$ cat src/rtl/imm_extend_pipe.sv
// Pipelined immediate extender: sign/zero/upper/branch-shift modes, one-cycle latency,
// valid/ready on both sides with a one-entry skid so a stalled consumer never loses an item.
module imm_extend_pipe #(
  parameter int IN_W  = 16,
  parameter int OUT_W = 32,
  parameter int SHIFT = 2
) (
  input  logic             clk_i,
  input  logic             rst_i,
  input  logic             valid_i,
  output logic             ready_o,
  input  logic [1:0]       mode_i,
  input  logic [IN_W-1:0]  data_i,
  output logic             valid_o,
  input  logic             ready_i,
  output logic [OUT_W-1:0] data_o
);

  localparam int E = OUT_W - IN_W;

  generate
    if (IN_W < 2) begin : g_bad_in_w
      $error("imm_extend_pipe: IN_W must be at least 2");
    end
    if (SHIFT < 0) begin : g_bad_shift
      $error("imm_extend_pipe: SHIFT must be non-negative");
    end
    if (OUT_W < IN_W + SHIFT) begin : g_bad_out_w
      $error("imm_extend_pipe: OUT_W must be at least IN_W + SHIFT");
    end
  endgenerate

  logic [OUT_W-1:0] sext;
  logic [OUT_W-1:0] zext;
  logic [OUT_W-1:0] ext;

  // Bits above IN_W replicate the sign (sext) or stay zero (zext).
  generate
    for (genvar gi = 0; gi < OUT_W; gi++) begin : g_ext_bit
      if (gi < IN_W) begin : g_low
        assign sext[gi] = data_i[gi];
        assign zext[gi] = data_i[gi];
      end else begin : g_high
        assign sext[gi] = data_i[IN_W-1];
        assign zext[gi] = 1'b0;
      end
    end
  endgenerate

  // Shifting the widened values cannot drop bits because OUT_W >= IN_W + SHIFT.
  always_comb begin
    ext = sext;
    case (mode_i)
      2'd0:    ext = sext;
      2'd1:    ext = zext;
      2'd2:    ext = zext << E;
      2'd3:    ext = sext << SHIFT;
      default: ext = sext;
    endcase
  end

  logic [OUT_W-1:0] out_data;
  logic             out_valid;
  logic [OUT_W-1:0] skid_data;
  logic             skid_valid;
  logic             acc;
  logic             drain;

  // ready_o depends only on the skid register and reset, never on ready_i.
  assign ready_o = !rst_i && !skid_valid;
  assign acc     = valid_i && ready_o;
  assign drain   = !out_valid || ready_i;

  always_ff @(posedge clk_i) begin
    if (rst_i) begin
      out_data   <= '0;
      out_valid  <= 1'b0;
      skid_data  <= '0;
      skid_valid <= 1'b0;
    end else if (drain) begin
      if (skid_valid) begin
        out_data   <= skid_data;
        out_valid  <= 1'b1;
        skid_valid <= 1'b0;
      end else if (acc) begin
        out_data  <= ext;
        out_valid <= 1'b1;
      end else begin
        out_valid <= 1'b0;
      end
    end else if (acc) begin
      skid_data  <= ext;
      skid_valid <= 1'b1;
    end
  end

  assign data_o  = out_data;
  assign valid_o = out_valid;

endmodule

$ cat config.mk
export PLATFORM = sky130hd
export DESIGN_NAME = imm_extend_pipe
export DESIGN_NICKNAME = d
export VERILOG_FILES = /design/src/rtl/imm_extend_pipe.sv
export SDC_FILE = /design/constraint.sdc
export NUM_CORES = 1
export LEC_CHECK = 0
export ABC_CLOCK_PERIOD_IN_PS = 1300
export BUFFER_PORTS_ARGS = -buffer_cell sky130_fd_sc_hd__buf_2
export CAP_MARGIN = 40
export CORE_ASPECT_RATIO = 1.4
export CORE_MARGIN = 2
export CORE_UTILIZATION = 52
export CTS_BUF_LIST = sky130_fd_sc_hd__clkbuf_4 sky130_fd_sc_hd__clkbuf_8
export CTS_CLUSTER_DIAMETER = 150
export DETAILED_ROUTE_END_ITERATION = 12
export MAX_ROUTING_LAYER = met4
export PLACE_DENSITY_LB_ADDON = 0.25
export SLEW_MARGIN = 0
export SYNTH_ARGS = -nofsm -noshare
export SYNTH_HDL_FRONTEND = slang
export SYNTH_SLANG_ARGS = --single-unit
$ cat constraint.sdc
create_clock -name clk_i -period 1.3 [get_ports clk_i]
set_input_delay 0.065 -clock clk_i [delete_from_list [all_inputs] [get_ports clk_i]]
set_output_delay 0.065 -clock clk_i [all_outputs]
set_load 0.05 [all_outputs]
==> results.cfg, run 1 <==
[synthesis]
synth.area.top_cells = dfxtp_1 43%, nand2_1 5.8%, o221ai_2 4.9%
synth_nets = 363
syn_avg_cell_area_um2 = 8.942
synth.top_cell.area_share_pct = 43.33
mappedNetlistArea_um2 = 3049
async_reset_ff_share_pct = 0
yosys_warnings = 0
synth-seq-cells = 66
synth_cells = 341
yosysSeqAreaShare_pct = 43.33
yosysUniqueCellTypes = 39
synth_edf_count = 0
synth_ff_type = dfxtp_1
yosys.area.top_type = dfxtp_1

[setup_path]
crit_family = simple AND/OR/NAND/NOR gates
path_class = reg -> reg
critPathMaxFanout = 15
worst_r2r_path_depth = 5
cp_slowest_cell = dfxtp_4
critPathMaxStageDelay_ns = 0.35
cp.required_ns = 1.56
path_cells = nor2b_4 -> and3_4 -> buf_12 -> nor2_1 -> a211oi_2
cp_data_arrival_time_ns = 1.57
start_kind = flop
path_buf_inv = 1
r2r-start = valid_o
path_depth = 5
rrSetupSlack_ns = -0.01
critical_path.endpoint_type = flop
r2r_end = skid_data[9]

[sta]
worst_slack_ns = -0.01479
maxSlewHeadroom_pct = 71.35
fin_hold_ws_ns = 0.03802
finalMaxSlewViolations = 0
setup_violations = 1
finalClockSkew_ns = 0.003692
final-hold-violation-count = 0
worstMarginPinSlew_ns = 0.4288
fin_crit_sh_pct = 101.1
max_freq_ghz = 0.7606
rsz0062_at_grt = true
fin_crit_ns = 1.315

[clock_tree]
clk_latency_ns = 0.34
htreeDepth = 3
root_buffer = clkbuf_8
cts_buffers = 9
clkTransAtPathRegs_ns = 0.07
tritoncts = done
cts.sinks = 66
clk_path_buf_depth = 2

[outcome]
outcome = finished with violations
violations = setup timing

[finish]
fin_area_um2 = 3772
finalNetCount = 425
diodes = 0
fill_cells = 477
layout_commonest_cell = dfxtp_1
fin_cells = 477
area_growth_pct = 23.72
final_cell_mix = 64 x dfxtp_1, 55 x buf_2, 47 x nand2_1
drive_gt1_share_pct = 31.70

[global_route]
first_global_vias = 2493
grt_usage_pct = 26.06
grt_overflow = 0
grt_start_max_net_pins = 29
antenna_found_initial = 0
grt_pass1_wl_mm = 12.21

[placed_design]
dpl-instance-area_um2 = 3470
hpwl_mm = 5.105
port_buffers = 55
routabilityCongestion = 0.8405
dp.cells = 458

[floorplanning]
die_y_um = 94.61
start_util_pct = 52.75
dieArea_um2 = 6501
fp.coreArea_um2 = 5781
fp-row-count = 33
dieWidth_um = 68.72
io_pins = 56

[job]
cap_violations = 0

[min_path]
hold_depth = 2
min_to = skid_valid
hold_class = in -> reg
worstHoldStart = rst_i

[pwr]
leakage_nw = 1.574
power_density_nw_per_um2 = 1252
p_total_mw = 4.723
ir_drop_v = 0.0007494

[detailed_routing]
first_iter_violations = 296
remaining_drc_errors = 0
avgViaCountPerCell = 5.711
first_pass_iters = 5
route.vias.total = 2724
wl_per_cell_um = 16.02
drtAntennaViolNets = 0
wirelength_mm = 7.643
==> cell type report <==
class	count	area (um2)	share of cell area, %
clock buffers	12	152.6	4.046
clock inverters	3	40.04	1.061
inverters	4	15.01	0.3980
multi-input cells	241	1529	40.53
flip-flops and latches	66	1326	35.16
well taps	70	87.58	2.322
repair buffers	81	621.8	16.48
==> power by group <==
| part | switching [mW] | total [mW] | internal [mW] |
|---|---|---|---|
| registers | 0.0431 | 2.15 | 2.11 |
| logic | 0.575 | 0.852 | 0.278 |
| clock network | 0.751 | 1.72 | 0.964 |
| total | 1.37 | 4.72 | 3.35 |
==> cells in the mapped netlist (all sizes together), types with 2 or more instances <==
master,n
o221ai,14
nand3,3
buf,23
nand2b,16
nor2,35
a22oi,14
inv,3
a22o,14
o21ai,30
and3,3
clkbuf,7
dfxtp,66
nor3,16
a21oi,22
a211oi,16
nand2,47
mux2i,2
==> registers in the layout (all words and copies together) (netlist names) <==
register,flops
skid_data,32
valid_o,1
skid_valid,1
data_o,32
==> cell families (layout without fill, tap and decap cells) <==
kind of cell,count (synthesis),after routing,synth area share [%]
DFF,66,66,43.33
AOI/OAI and AO/OA,115,115,29.30
buffers and inverters,34,100,7.017
and+or+nand+nor,124,124,19.70
muxes,2,2,0.6566
==> metal layers <==
layer  GRT usage, %  up-vias  part of all wire [%]
li1               -     1337                     -
met1          33.16     1260                    43
met2          39.58      109                    49
met3          5.840       18                   6.0
met4          10.62        0                   2.0
met5              -        -                     0
==> per-stage QoR <==
stage                     util (%)  setup slack (ns)   TNS [ns]
after detailed placement     60.02          -0.07970    -0.3235
after floorplan                  -           -0.1757     -4.557
after CTS                    64.52         -0.004613  -0.006168
final                        65.26          -0.01479   -0.01479
after global routing         65.26          -0.06419    -0.9128
after global placement       60.02           0.02295          0
==> worst max-delay path by stage <==
stage          slack (ns)       start       endpoint
2_1_floorplan       -0.18  skid_valid  skid_data[25]
3_3_place_gp         0.02  skid_valid   skid_data[3]
3_5_place_dp        -0.08  skid_valid  skid_data[14]
4_1_cts            -0.005  skid_valid   skid_data[0]
5_1_grt             -0.06  skid_valid   skid_data[9]
6_report            -0.01     valid_o   skid_data[9]
==> timing repair <==
item,CTS,global route
endpoints found under the setup margin,20,61
hold buffers,1,0
buffers inserted,1,0
gates resized for setup,5,5
endpoints found under the hold margin,1,0
pin swaps,1,1
cloned,1,1
(Power assumes the default switching activity.)
==> inputs of run 2 (changes only) <==
CELL_PAD_IN_SITES_DETAIL_PLACEMENT = 0   (was unset)
CELL_PAD_IN_SITES_GLOBAL_PLACEMENT = 2   (was unset)
CORE_UTILIZATION = 31   (was 52)
==> results.cfg, run 2 (synthesis gave the netlist of run 1 again) <==
[detailed_routing]
wirelength_mm = 9.368
wl_per_cell_um = 16.94
first_iter_violations = 121
route.vias.total = 2769
remaining_drc_errors = 0
avgViaCountPerCell = 5.007
drtAntennaViolNets = 0
first_pass_iters = 6

[global_route]
grt_overflow = 0
grt_pass1_wl_mm = 13.98
grt_usage_pct = 17.79
first_global_vias = 2564
grt_start_max_net_pins = 21
antenna_found_initial = 0

[finish]
multiInputGateArea_um2 = 1617
final_cell_mix = 64 x dfxtp_1, 54 x buf_2, 47 x nand2_1
fill_cells = 940
area_growth_pct = 36.03
layout_commonest_cell = dfxtp_1
regArea_um2 = 1326
finalNetCount = 438
diodes = 0
fin_util_pct = 43.61
drive_gt1_share_pct = 37.53

[job]
cap_violations = 0

[setup_path]
start_kind = flop
cp_data_arrival_time_ns = 1.52
path_class = reg -> reg
cp_slowest_cell = dfxtp_4
critPathMaxStageDelay_ns = 0.34
path_cells = nor2b_4 -> and3_4 -> buf_12 -> clkbuf_16 -> a211oi_1
cp.required_ns = 1.52
critical_path.endpoint_type = flop
critPathMaxFanout = 7

[clock_tree]
htreeDepth = 3
postCtsHoldBufs = 0
clk_path_buf_depth = 2
cts_buffers = 9
root_buffer = clkbuf_8
clk_latency_ns = 0.35
clkTransAtPathRegs_ns = 0.07
tritoncts = done
cts.sinks = 66

[pwr]
power_density_nw_per_um2 = 1153
leakage_nw = 1.698
ir_drop_v = 0.0005468

[placed_design]
hpwl_mm = 6.033
port_buffers = 55
dp_slack_ns = -0.01352
routabilityCongestion = 0.7429

[sta]
worstMarginPinSlew_ns = 0.4682
fin_crit_sh_pct = 99.99
max_freq_ghz = 0.7693
worst_slack_ns = 0.0001033
rsz0062_at_grt = true
setup_tns_ns = 0
setup_violations = 0
final-hold-violation-count = 0
fin_crit_ns = 1.300
finalMaxSlewViolations = 0
fin_hold_ws_ns = 0.01959
finalClockSkew_ns = 0.009116
maxSlewHeadroom_pct = 68.71

[outcome]
outcome = complete, no violations

[floorplanning]
dieWidth_um = 87.82
die_y_um = 121.3
fp-row-count = 42
fp.coreArea_um2 = 9512
start_util_pct = 32.06
io_pins = 56
dieArea_um2 = 10660

[min_path]
hold_class = in -> reg
## run 2: changes by cell type in the layout (fill, tap and decap cells not counted), moves of 2 or more
cell,previous run,this run
a211oi_1,8,4
nor3_2,2,9
buf_4,12,18
buf_12,8,11
buf_6,3,5
a211oi_2,8,12
clkbuf_16,1,5
clkbuf_8,10,12
nor3_1,13,5
## run 2: final cells by class
cell class,count,area share (%)
clock buffer,14,4.344
clock inverter,2,0.2413
inverter,4,0.3620
multi-input combinational,241,38.97
sequential,66,31.98
tap,132,3.982
timing repair buffer,94,20.12
## run 2: routing by layer
| layer | vias to the layer above | share of wire [%] | track usage, % |
|---|---|---|---|
| met3 | 24 | 3.8 | 2.517 |
| met1 | 1300 | 45 | 23.61 |
| li1 | 1371 | - | - |
| met4 | 0 | 3.2 | 9.519 |
| met2 | 74 | 48 | 25.95 |
| met5 | - | 0 | - |
## run 2: repair_timing
action                                  CTS  global route
buffers inserted                          0             3
endpoints found under the hold margin     0             0
endpoints found under the setup margin   30            61
cloned                                    1             6
resized for setup                         6            24
pin swaps                                 2            26
## run 2: per-stage QoR
stage               power [mW]  area [um2]  cells
finish                   4.782        4148    553
floorplan                2.796        3065    341
detailed placement       3.082        3625    527
global placement         3.075        3625    527
CTS                      4.777        3865    544
global route             5.004        4148    553
## run 2: worst max-delay path, delay by kind of cell, from the launching register on
kind,cells,cell delay [ns]
compound gates,1,0.07
buf+inv,2,0.28
simple gates,2,0.49
flops,1,0.34
## run 2: worst paths after layout
| kind | start | end | slack (ns) | depth (start not counted) |
|---|---|---|---|---|
| max | valid_o | skid_data[6] | 0.0001 | 5 |
| max reg2reg | valid_o | skid_data[6] | 0.0001 | 5 |
| min | data_i[0] | skid_data[0] | 0.02 | 3 |
| min reg2reg | data_o[30] | data_o[30] | 0.44 | 2 |
## run 2: power by group
part           switching [mW]  internal [mW]  total [mW]
combinational           0.620          0.337       0.956
sequential             0.0449           2.11        2.16
clock                   0.783          0.886        1.67
total                    1.45           3.33        4.78
==> inputs of run 3 (changes only) <==
ABC_AREA = 1   (was unset)
CAP_MARGIN = unset   (was 40)
CORE_UTILIZATION = 28   (was 31)
==> results.cfg, run 3 <==
[outcome]
outcome = complete, no violations

[global_route]
grt_pass1_wl_mm = 16.93
grt_start_max_net_pins = 66
first_global_vias = 3225
antenna_found_initial = 0
grt_usage_pct = 16.52
grt_overflow = 0

[detailed_routing]
avgViaCountPerCell = 4.462
first_iter_violations = 163
remaining_drc_errors = 0
wirelength_mm = 10.48
drtAntennaViolNets = 0
wl_per_cell_um = 13.30
route.vias.total = 3516
first_pass_iters = 4

[sta]
worst_slack_ns = 0.05418
finalClockSkew_ns = 0.006285
final-hold-violation-count = 0
finalMaxSlewViolations = 0
max_freq_ghz = 0.8027
maxSlewHeadroom_pct = 69.00
fin_crit_ns = 1.246
setup_violations = 0
fin_crit_sh_pct = 95.83
rsz0062_at_grt = false
setup_tns_ns = 0
fin_hold_ws_ns = 0.05818
worstMarginPinSlew_ns = 0.4636

[floorplanning]
fp-row-count = 48
io_pins = 56
die_y_um = 137.4
fp.coreArea_um2 = 12370
dieArea_um2 = 13630
start_util_pct = 28.75
dieWidth_um = 99.26

[synthesis]
syn_avg_cell_area_um2 = 6.029
synth.top_cell.area_share_pct = 37.14
mappedNetlistArea_um2 = 3557
synth_edf_count = 0
synth_nets = 612
synth.area.top_cells = dfxtp_1 37%, nand2_1 20%, nor2_1 12%
yosys.area.top_type = dfxtp_1
synth_cells = 590
yosysSeqAreaShare_pct = 37.14
synth_ff_type = dfxtp_1
synth-seq-cells = 66
synthTopCellsByCount = 186 x nand2_1, 110 x nor2_1, 77 x nand3_1
yosysUniqueCellTypes = 20
yosys_warnings = 0
yosys.cell_count.top_type = nand2_1
async_reset_ff_share_pct = 0

[setup_path]
critical_path.endpoint_type = output pin
cp.required_ns = 1.24
path_class = in -> out
critPathLaunch = rst_i
start_kind = input port
cp_data_arrival_time_ns = 1.18
r2r-start = valid_o
critPathMaxFanout = 4

[placed_design]
port_buffers = 55
dp.cells = 771
dp_slack_ns = -0.03702
routabilityCongestion = 0.7568
hpwl_mm = 7.105

[finish]
final_cell_mix = 186 x nand2_1, 110 x nor2_1, 77 x nand3_1
fin_cells = 788
fill_cells = 1410
fin_util_pct = 34.54
diodes = 0
drive_gt1_share_pct = 15.20
area_growth_pct = 20.12
layout_commonest_cell = nand2_1
finalNetCount = 655

[clock_tree]
cts.sinks = 66
clk_path_buf_depth = 2
tritoncts = done
htreeDepth = 3
root_buffer = clkbuf_8
clk_latency_ns = 0.34
clkTransAtPathRegs_ns = 0.07
cts_buffers = 9
post_cts_buffers = 0

[pwr]
ir_drop_v = 0.0004371
leakage_nw = 2.272
power_density_nw_per_um2 = 1254

[min_path]
hold_class = in -> reg
worstHoldStart = data_i[0]

[job]
cap_violations = 0
[run 3: changes by cell type after synthesis, moves of 8 or more]
cell,delta
nand2b_1,-16
a211oi_2,-8
a22oi_1,-12
a22o_1,-14
buf_2,+16
nor2_1,+77
nor3_1,-15
o221ai_2,-10
a211oi_1,-8
nand3_1,+75
nand2_1,+139
o21ai_0,-25
inv_1,+63
a21oi_1,+12
[run 3: power by group]
part	switching (mW)	leakage, nW	internal [mW]
registers	0.0456	0.539	2.12
clock network	0.834	0.129	1.37
logic	0.708	1.60	0.281
total	1.59	2.27	3.77
[run 3: area by class of cell]
cell class / instances / area, um2 / share of cell area, %
multi-input combinational: 417 / 1765 / 41.32
sequential: 66 / 1324 / 30.98
timing repair buffer: 71 / 489.2 / 11.45
inverter: 68 / 255.2 / 5.974
tap: 150 / 187.7 / 4.392
clock buffer: 11 / 151.4 / 3.543
clock inverter: 5 / 100.1 / 2.343
[run 3: path summary, 6_finish.rpt]
check / to / slack (ns) / cells past startpoint
worst max-delay path: ready_o / 0.05 / 4
worst min-delay path: skid_data[0] / 0.06 / 3
worst max register to register: data_o[11] / 0.11 / 5
worst min register to register: data_o[0] / 0.50 / 2
[run 3: stage by stage]
step                      cell area [um2]  total power [mW]
after floorplan                      3561             2.914
after global placement               4003             3.206
after detailed placement             4003             3.207
after CTS                            4265             5.465
after global routing                 4273             5.648
final                                4273             5.357
[run 3: critical path, cell delays in order]
cell and delay (ns):
dlygate4sd3_1 0.53, buf_2 0.17, nor2_4 0.14, buf_2 0.28
[run 3: per-layer routing]
layer,vias to the layer above,part of all wire [%],wire length (um),GRT usage (%)
met5,-,0,0,-
met4,0,1.4,147,5.708
met3,9,3.0,315,2.588
met2,65,49,5167,27.25
met1,1560,46,4852,20.59
li1,1882,-,-,-
[run 3: logic make-up after synthesis]
family,Yosys count,synth area share (%)
AND/OR/NAND/NOR,377,43.44
AO/OA/AOI/OAI,40,6.085
buffers and inverters,107,13.33
flip-flops,66,37.14
[run 3: what timing repair did]
item / CTS / global route
hold buffers: 1 / 0
gates cloned: 0 / 0
setup endpoints to repair: 2 / 1
endpoints found under the hold margin: 1 / 0
gates resized for setup: 1 / 2
